## config.mk

```make
export PLATFORM = sky130hd
export DESIGN_NAME = level_meter_mc
export DESIGN_NICKNAME = d
export VERILOG_FILES = /design/src/rtl/level_meter_pkg.sv /design/src/rtl/level_bcd_seq.sv /design/src/rtl/level_meter_mc.sv
export SDC_FILE = /design/constraint.sdc
export NUM_CORES = 2
export LEC_CHECK = 0
export CORE_ASPECT_RATIO = 2
export CORE_MARGIN = 2
export CORE_UTILIZATION = 34
export DETAILED_ROUTE_END_ITERATION = 10
export PLACE_DENSITY = 0.48
export SYNTH_ARGS = -nofsm -noshare
export SYNTH_HDL_FRONTEND = slang
export SYNTH_SLANG_ARGS = --single-unit
```

## constraint.sdc

```tcl
create_clock -name clk_48 -period 17.4 [get_ports clk_48]
set_input_delay 3.48 -clock clk_48 [delete_from_list [all_inputs] [get_ports clk_48]]
set_output_delay 3.48 -clock clk_48 [all_outputs]
set_load 0.01 [all_outputs]
```

## src/rtl/level_meter_pkg.sv

```systemverilog
// Shared types and constants for the multi-channel dBFS level meter.
// Optional peak hold is enabled with the LEVEL_METER_PEAK_HOLD_EN macro.
package level_meter_pkg;

  typedef enum logic [2:0] {
    ST_IDLE,
    ST_LOG,
    ST_SCALE,
    ST_BCD,
    ST_NEXT,
    ST_DONE
  } state_t;

  typedef logic [3:0] bcd_digit_t;

  localparam int LOG_FRAC_BITS = 3;
  localparam int DB_SCALE_Q    = 771;
  localparam int DB_ROUND      = 1024;
  localparam int DB_SHIFT      = 11;

  localparam int BIN_W = 10;
  localparam int BCD_W = 12;
  localparam int D_W   = 11;

  // Elaboration-time conversion used for the floor reset value.
  function automatic logic [BCD_W-1:0] to_bcd3(input int unsigned v);
    return {4'((v / 100) % 10), 4'((v / 10) % 10), 4'(v % 10)};
  endfunction

endpackage

```

## src/rtl/level_bcd_seq.sv

```systemverilog
// Sequential shift-add-3 binary-to-BCD converter, one input bit per cycle.
// A start pulse loads the value; done pulses once when bcd is final.
module level_bcd_seq
  import level_meter_pkg::*;
(
  input  logic             clk_48,
  input  logic             reset_n,
  input  logic             start,
  input  logic [BIN_W-1:0] bin,
  output logic             done,
  output logic [BCD_W-1:0] bcd
);

  logic [BCD_W-1:0] sr_q, sr_d, adj;
  logic [BIN_W-1:0] bin_q, bin_d;
  logic [3:0]       cnt_q, cnt_d;
  logic             run_q, run_d;
  logic             done_q, done_d;
  bcd_digit_t       dig;

  always_comb begin
    sr_d   = sr_q;
    bin_d  = bin_q;
    cnt_d  = cnt_q;
    run_d  = run_q;
    done_d = 1'b0;
    dig    = '0;
    adj    = sr_q;
    // Correct each digit before the shift so it carries properly into the next.
    for (int i = 0; i < 3; i++) begin
      dig = adj[4*i +: 4];
      if (dig >= 4'd5) adj[4*i +: 4] = dig + 4'd3;
    end
    if (start) begin
      sr_d  = '0;
      bin_d = bin;
      cnt_d = 4'(BIN_W);
      run_d = 1'b1;
    end else if (run_q) begin
      sr_d  = {adj[BCD_W-2:0], bin_q[BIN_W-1]};
      bin_d = {bin_q[BIN_W-2:0], 1'b0};
      cnt_d = cnt_q - 1'b1;
      if (cnt_q == 4'd1) begin
        run_d  = 1'b0;
        done_d = 1'b1;
      end
    end
  end

  always_ff @(posedge clk_48 or negedge reset_n) begin
    if (!reset_n) begin
      sr_q   <= '0;
      bin_q  <= '0;
      cnt_q  <= '0;
      run_q  <= 1'b0;
      done_q <= 1'b0;
    end else begin
      sr_q   <= sr_d;
      bin_q  <= bin_d;
      cnt_q  <= cnt_d;
      run_q  <= run_d;
      done_q <= done_d;
    end
  end

  assign done = done_q;
  assign bcd  = sr_q;

endmodule

```

## src/rtl/level_meter_mc.sv

```systemverilog
// Multi-channel windowed RMS level meter reporting dBFS as sign + 3 BCD digits.
// Define LEVEL_METER_PEAK_HOLD_EN for held-peak outputs; otherwise they mirror the level.
module level_meter_mc
  import level_meter_pkg::*;
#(
  parameter int CHANNELS     = 2,
  parameter int WIDTH        = 16,
  parameter int WINDOW_LOG2  = 13,
  parameter int DB_FLOOR     = 99,
  parameter int HOLD_WINDOWS = 8
) (
  input  logic                      clk_48,
  input  logic                      reset_n,
  input  logic                      sample_valid,
  input  logic [CHANNELS*WIDTH-1:0] samples,
  output logic [CHANNELS*12-1:0]    db_bcd,
  output logic [CHANNELS-1:0]       db_neg,
  output logic [CHANNELS*12-1:0]    peak_bcd,
  output logic [CHANNELS-1:0]       peak_neg,
  output logic                      level_valid,
  output logic                      busy,
  output logic                      overrun
);

  localparam int AW      = 2*WIDTH + WINDOW_LOG2;
  localparam int MW      = 2*WIDTH;
  localparam int CW      = (CHANNELS > 1) ? $clog2(CHANNELS) : 1;
  localparam int KW      = $clog2(MW + LOG_FRAC_BITS);
  localparam int LQW     = KW + LOG_FRAC_BITS;
  localparam int LOG_REF = 8 * (2*WIDTH - 2);
  localparam logic [BCD_W-1:0] FLOOR_BCD = to_bcd3(DB_FLOOR);

  // ---------------- accumulation ----------------
  logic [CHANNELS-1:0][MW-1:0] sq;
  logic [CHANNELS-1:0][AW-1:0] acc_sum;
  logic [CHANNELS-1:0][AW-1:0] acc_q, acc_d, snap_q, snap_d;
  logic [WINDOW_LOG2-1:0]      cnt_q, cnt_d;
  logic                        overrun_q, overrun_d;
  logic                        win_end, snap_take;
  state_t                      state_q, state_d;

  for (genvar c = 0; c < CHANNELS; c++) begin : g_sq
    logic signed [WIDTH-1:0] s_w;
    logic signed [MW-1:0]    s_x;
    assign s_w        = samples[c*WIDTH +: WIDTH];
    assign s_x        = MW'(s_w);
    assign sq[c]      = $unsigned(s_x * s_x);
    assign acc_sum[c] = acc_q[c] + AW'(sq[c]);
  end

  assign win_end   = sample_valid && (cnt_q == '1);
  assign snap_take = win_end && (state_q == ST_IDLE);

  always_comb begin
    // NOTE: every always_comb output gets its default first, so no path can infer a latch.
    acc_d     = acc_q;
    cnt_d     = cnt_q;
    snap_d    = snap_q;
    overrun_d = overrun_q;
    if (sample_valid) begin
      cnt_d = cnt_q + 1'b1;
      acc_d = win_end ? '0 : acc_sum;
    end
    if (win_end) begin
      if (state_q == ST_IDLE) snap_d = acc_sum;
      else                    overrun_d = 1'b1;
    end
  end

  always_ff @(posedge clk_48 or negedge reset_n) begin
    // NOTE: accumulators and snapshots are register arrays that must restart from zero, so they are reset.
    if (!reset_n) begin
      acc_q     <= '0;
      snap_q    <= '0;
      cnt_q     <= '0;
      overrun_q <= 1'b0;
    end else begin
      // NOTE: state uses non-blocking assignments so every flop samples pre-edge values.
      acc_q     <= acc_d;
      snap_q    <= snap_d;
      cnt_q     <= cnt_d;
      overrun_q <= overrun_d;
    end
  end

  // ---------------- log2 / dB ----------------
  logic [CW-1:0]                ch_q, ch_d;
  logic [LQW-1:0]               log2q_q, log2q_d, lead_log2q;
  logic                         floor_q, floor_d;
  logic signed [D_W-1:0]        d_q, d_d, d_scaled;
  logic [BIN_W-1:0]             d_abs;
  logic [MW-1:0]                ms;
  logic [MW+LOG_FRAC_BITS-1:0]  ms_pad;
  logic [KW-1:0]                lead_k;
  int                           scale_val;

  always_comb begin
    ms     = snap_q[ch_q][AW-1:WINDOW_LOG2];
    ms_pad = {ms, {LOG_FRAC_BITS{1'b0}}};
    lead_k = '0;
    for (int i = 0; i < MW; i++) begin
      if (ms[i]) lead_k = KW'(i);
    end
    // {k, f} is 8*k + f; the padded vector supplies zeros when k < 3.
    lead_log2q = {lead_k, ms_pad[lead_k +: LOG_FRAC_BITS]};
  end

  always_comb begin
    scale_val = ((int'(log2q_q) - LOG_REF) * DB_SCALE_Q + DB_ROUND) >>> DB_SHIFT;
    if (floor_q || scale_val < -DB_FLOOR) scale_val = -DB_FLOOR;
    if (scale_val > 0) scale_val = 0;
    d_scaled = D_W'(scale_val);
    d_abs    = BIN_W'(-scale_val);
  end

  logic             bcd_start, bcd_done;
  logic [BCD_W-1:0] bcd_res;

  level_bcd_seq u_bcd (
    .clk_48  (clk_48),
    .reset_n (reset_n),
    .start   (bcd_start),
    .bin     (d_abs),
    .done    (bcd_done),
    .bcd     (bcd_res)
  );

  // ---------------- conversion FSM ----------------
  logic [CHANNELS-1:0][BCD_W-1:0] db_bcd_q, db_bcd_d;
  logic [CHANNELS-1:0]            db_neg_q, db_neg_d;

  always_ff @(posedge clk_48 or negedge reset_n) begin
    if (!reset_n) state_q <= ST_IDLE;
    else          state_q <= state_d;
  end

  always_comb begin
    state_d   = state_q;
    ch_d      = ch_q;
    log2q_d   = log2q_q;
    floor_d   = floor_q;
    d_d       = d_q;
    bcd_start = 1'b0;
    db_bcd_d  = db_bcd_q;
    db_neg_d  = db_neg_q;
    unique case (state_q)
      ST_IDLE: begin
        if (snap_take) begin
          state_d = ST_LOG;
          ch_d    = '0;
        end
      end
      ST_LOG: begin
        log2q_d = lead_log2q;
        floor_d = (ms == '0);
        state_d = ST_SCALE;
      end
      ST_SCALE: begin
        d_d       = d_scaled;
        bcd_start = 1'b1;
        state_d   = ST_BCD;
      end
      ST_BCD: begin
        if (bcd_done) state_d = ST_NEXT;
      end
      ST_NEXT: begin
        db_bcd_d[ch_q] = bcd_res;
        db_neg_d[ch_q] = d_q[D_W-1];
        if (ch_q == CW'(CHANNELS-1)) begin
          state_d = ST_DONE;
        end else begin
          ch_d    = ch_q + 1'b1;
          state_d = ST_LOG;
        end
      end
      ST_DONE: state_d = ST_IDLE;
      default: state_d = ST_IDLE;
    endcase
  end

  always_ff @(posedge clk_48 or negedge reset_n) begin
    if (!reset_n) begin
      ch_q     <= '0;
      log2q_q  <= '0;
      floor_q  <= 1'b0;
      d_q      <= '0;
      db_bcd_q <= {CHANNELS{FLOOR_BCD}};
      db_neg_q <= '1;
    end else begin
      ch_q     <= ch_d;
      log2q_q  <= log2q_d;
      floor_q  <= floor_d;
      d_q      <= d_d;
      db_bcd_q <= db_bcd_d;
      db_neg_q <= db_neg_d;
    end
  end

  assign db_bcd      = db_bcd_q;
  assign db_neg      = db_neg_q;
  assign level_valid = (state_q == ST_DONE);
  assign busy        = (state_q != ST_IDLE);
  assign overrun     = overrun_q;

  // ---------------- peak hold ----------------
`ifdef LEVEL_METER_PEAK_HOLD_EN
  localparam int HW = $clog2(HOLD_WINDOWS + 1);
  localparam logic [D_W-1:0] FLOOR_D = D_W'(-DB_FLOOR);

  logic [CHANNELS-1:0][BCD_W-1:0] peak_bcd_q, peak_bcd_d;
  logic [CHANNELS-1:0]            peak_neg_q, peak_neg_d;
  logic [CHANNELS-1:0][D_W-1:0]   peak_val_q, peak_val_d;
  logic [CHANNELS-1:0][HW-1:0]    hold_q, hold_d;

  always_comb begin
    peak_bcd_d = peak_bcd_q;
    peak_neg_d = peak_neg_q;
    peak_val_d = peak_val_q;
    hold_d     = hold_q;
    if (state_q == ST_NEXT) begin
      if (d_q > $signed(peak_val_q[ch_q]) || hold_q[ch_q] == HW'(HOLD_WINDOWS)) begin
        peak_bcd_d[ch_q] = bcd_res;
        peak_neg_d[ch_q] = d_q[D_W-1];
        peak_val_d[ch_q] = d_q;
        hold_d[ch_q]     = '0;
      end else begin
        hold_d[ch_q] = hold_q[ch_q] + 1'b1;
      end
    end
  end

  always_ff @(posedge clk_48 or negedge reset_n) begin
    if (!reset_n) begin
      peak_bcd_q <= {CHANNELS{FLOOR_BCD}};
      peak_neg_q <= '1;
      peak_val_q <= {CHANNELS{FLOOR_D}};
      hold_q     <= '0;
    end else begin
      peak_bcd_q <= peak_bcd_d;
      peak_neg_q <= peak_neg_d;
      peak_val_q <= peak_val_d;
      hold_q     <= hold_d;
    end
  end

  assign peak_bcd = peak_bcd_q;
  assign peak_neg = peak_neg_q;
`else
  assign peak_bcd = db_bcd;
  assign peak_neg = db_neg;
`endif

endmodule

```

==> results.cfg <==
[status]
status = finished clean

[clock_tree]
cts_buffer_depth = 3
cts_hold_buf = 0
cts_setup_buffers = 0
cts_tree = yes
clk_latency_ps = 580
path_clk_slew_ps = 70
cts.repair.resized = 0
h-tree-depth = 1
cts.sinks = 236
numCtsBuffers = 25
cts_root_buffer = clkbuf_16

[min_path]
worst_hold_path_type = flip-flop to flip-flop

[global_route]
grt_pass1_wl_mm = 149
antenna_found_initial = 2
grt.total_usage_pct = 18.1
grt_max_degree = 105
grt.overflow.total = 0
grt_pass1_vias = 27600

[placed_design]
numPortBuffers = 89
placed_area_um2 = 36700
pre_cts_ws_ps = 4170
place.gp.congestion = 0.854
dp_hpwl_mm = 77.7

[routing]
routed_wl_mm = 93.6
post-route-drc-count = 0
vias = 25200
wl_met2_mm = 56.0
top_layer_used = met4
wl_per_cell_um = 18.3
met1_length_mm = 32.2
routed_via_density = 4.92
ant_nets = 0
route.met3.wl_mm = 1.32
drtPass1Iterations = 5
drtIter0Drc = 906

[setup_path]
slowest_stage = clkdlybuf4s50_1
worstSetupEndpointType = flip-flop
path_class = input pin to flip-flop
required_ps = 17850
cp.arrival_ps = 13010
cpPeakStageDelay_ps = 960
cp-start-kind = input pin
crit_fanout = 16

[synth]
synth-edff-count = 0
yosysMostFrequentCell = inv_1
yosys.cell_types.count = 97
yosys.area.top_type = fa_1
synth_common_cells = 745 x inv_1, 486 x fa_1, 318 x nand2_1, 312 x ha_1, 226 x dfrtp_1
syn_area_um2 = 34700
synth_top_area_share_pct = 28.1
ys_seq_area_share_pct = 17.1
async_flop_share_pct = 100
synth_cells = 3767
ys.warnings.count = 0
ys.flop_type = dfrtp_1
syn_nets = 4600
synth_seq_cells = 236
synth.avg_cell_area_um2 = 9.21
synth_area_leaders = fa_1 28%, dfrtp_1 16%, ha_1 11%

[floorplan]
num_io_pins = 90
die-area_um2 = 105000
start_util_pct = 34.3
core_region_area_um2 = 101000
die_x_um = 230
die_y_um = 456
num_rows = 165

[run]
cap_violations = 0

[timing]
fmax_ghz = 0.0796
max_slew_margin_pct = 28.8
setup_tns_ps = 0
finalSetupViolations = 0
worst_slew_pin_slew_ps = 1070
finalCritPeriodShare_pct = 72.2
finalCriticalPeriod_ps = 12560
hold_viol = 0
rsz0062_at_grt = false
setup_ws_ps = 4840
drv_slew = 0
fin_skew_ps = 35.0

[cells_and_area]
fin_area_um2 = 37500
num-fill-cells = 10500
fin_util_pct = 37.1
drive_gt1_share_pct = 4.71
synthToLayoutAreaGrowth_pct = 8.19
fin_nets = 4591
==> flip-flops by register name, indices dropped and copies added (netlist names) <==
signal / count
acc_q: 90
d_q: 1
u_bcd.done: 1
log2q_q: 8
ch_q: 1
u_bcd.bin_q: 10
u_bcd.bcd: 12
db_neg: 2
overrun: 1
u_bcd.cnt_q: 4
u_bcd.run_q: 1
floor_q: 1
cnt_q: 13
snap_q: 64
state_q: 3
db_bcd: 24
==> worst paths after layout <==
kind	cells past startpoint	to	slack, ps	from
setup / recovery	33	snap_q[42]	4840	samples[2]
hold / removal	1	overrun	460	overrun
setup reg to reg	24	u_bcd.bin_q[6]	10330	log2q_q[4]
hold reg to reg	1	overrun	460	overrun
max in group asynchronous	2	ch_q	12870	reset_n
min in group asynchronous	1	overrun	2950	reset_n
==> placed cells by master, fill, tap and decap left out, types with 13 or more instances in the layout <==
| master | synthesis | final |
|---|---|---|
| a211oi_1 | 15 | 15 |
| a21o_1 | 61 | 61 |
| a21oi_1 | 143 | 143 |
| a31oi_1 | 25 | 25 |
| and2_1 | 88 | 88 |
| and3_1 | 54 | 54 |
| buf_4 | 29 | 26 |
| clkbuf_16 | 0 | 25 |
| clkdlybuf4s50_1 | 0 | 87 |
| dfrtp_1 | 226 | 225 |
| fa_1 | 486 | 486 |
| ha_1 | 312 | 312 |
| inv_1 | 745 | 745 |
| mux2_2 | 37 | 37 |
| mux2i_1 | 60 | 60 |
| mux4_2 | 13 | 13 |
| nand2_1 | 318 | 317 |
| nand2b_1 | 41 | 41 |
| nand3_1 | 70 | 70 |
| nor2_1 | 180 | 179 |
| nor2b_1 | 20 | 20 |
| nor3_1 | 47 | 46 |
| nor4_1 | 17 | 17 |
| o211ai_1 | 16 | 16 |
| o21a_1 | 24 | 24 |
| o21ai_0 | 141 | 141 |
| o21ai_1 | 23 | 23 |
| o2bb2ai_1 | 44 | 44 |
| o31ai_1 | 16 | 16 |
| or3_1 | 15 | 15 |
| xnor2_1 | 132 | 132 |
| xor2_1 | 51 | 51 |
==> cells by family (layout without fill, tap and decap cells) <==
group	count (synthesis)	after routing	share of synthesized area [%]
compound gates	624	624	12.0
xor+xnor	183	183	4.62
fa+ha+maj	798	798	39.3
buf+inv	901	911	10.3
flops	236	236	17.1
mux	117	117	4.17
other cells	0	1	0
simple gates	908	908	12.6
==> through the flow <==
stage	cells	hold WS [ps]
finish	5114	464
CTS	5113	465
global route	5114	504
floorplan	3767	438
detailed placement	5067	448
global placement	5067	446
==> layer usage <==
metal	track usage, %	up-vias
met4	7.30	0
li1	-	12100
met1	17.4	12600
met3	0.813	133
met5	0	-
met2	38.5	316
==> worst max-delay path: cells and delay by family <==
kind | cells | cell delay (ps)
buf+inv | 5 | 1350
compound gates | 9 | 2410
simple gates | 9 | 1810
fa+ha+maj | 8 | 3590
xor+xnor | 2 | 340
==> area by class of cell <==
type	count	area, um^2	area share [%]
Timing Repair Buffer	115	1090	2.89
Clock inverter	14	130	0.347
Clock buffer	32	672	1.79
Multi-Input combinational cell	2630	25200	67.2
Sequential cell	236	5920	15.8
Inverter	750	2820	7.50
Tap cell	1336	1670	4.46
Antenna cell	1	2.50	0.00667
Power is not shown: default switching activity piles up to over one toggle a cycle in this logic, so the estimate is an artifact.
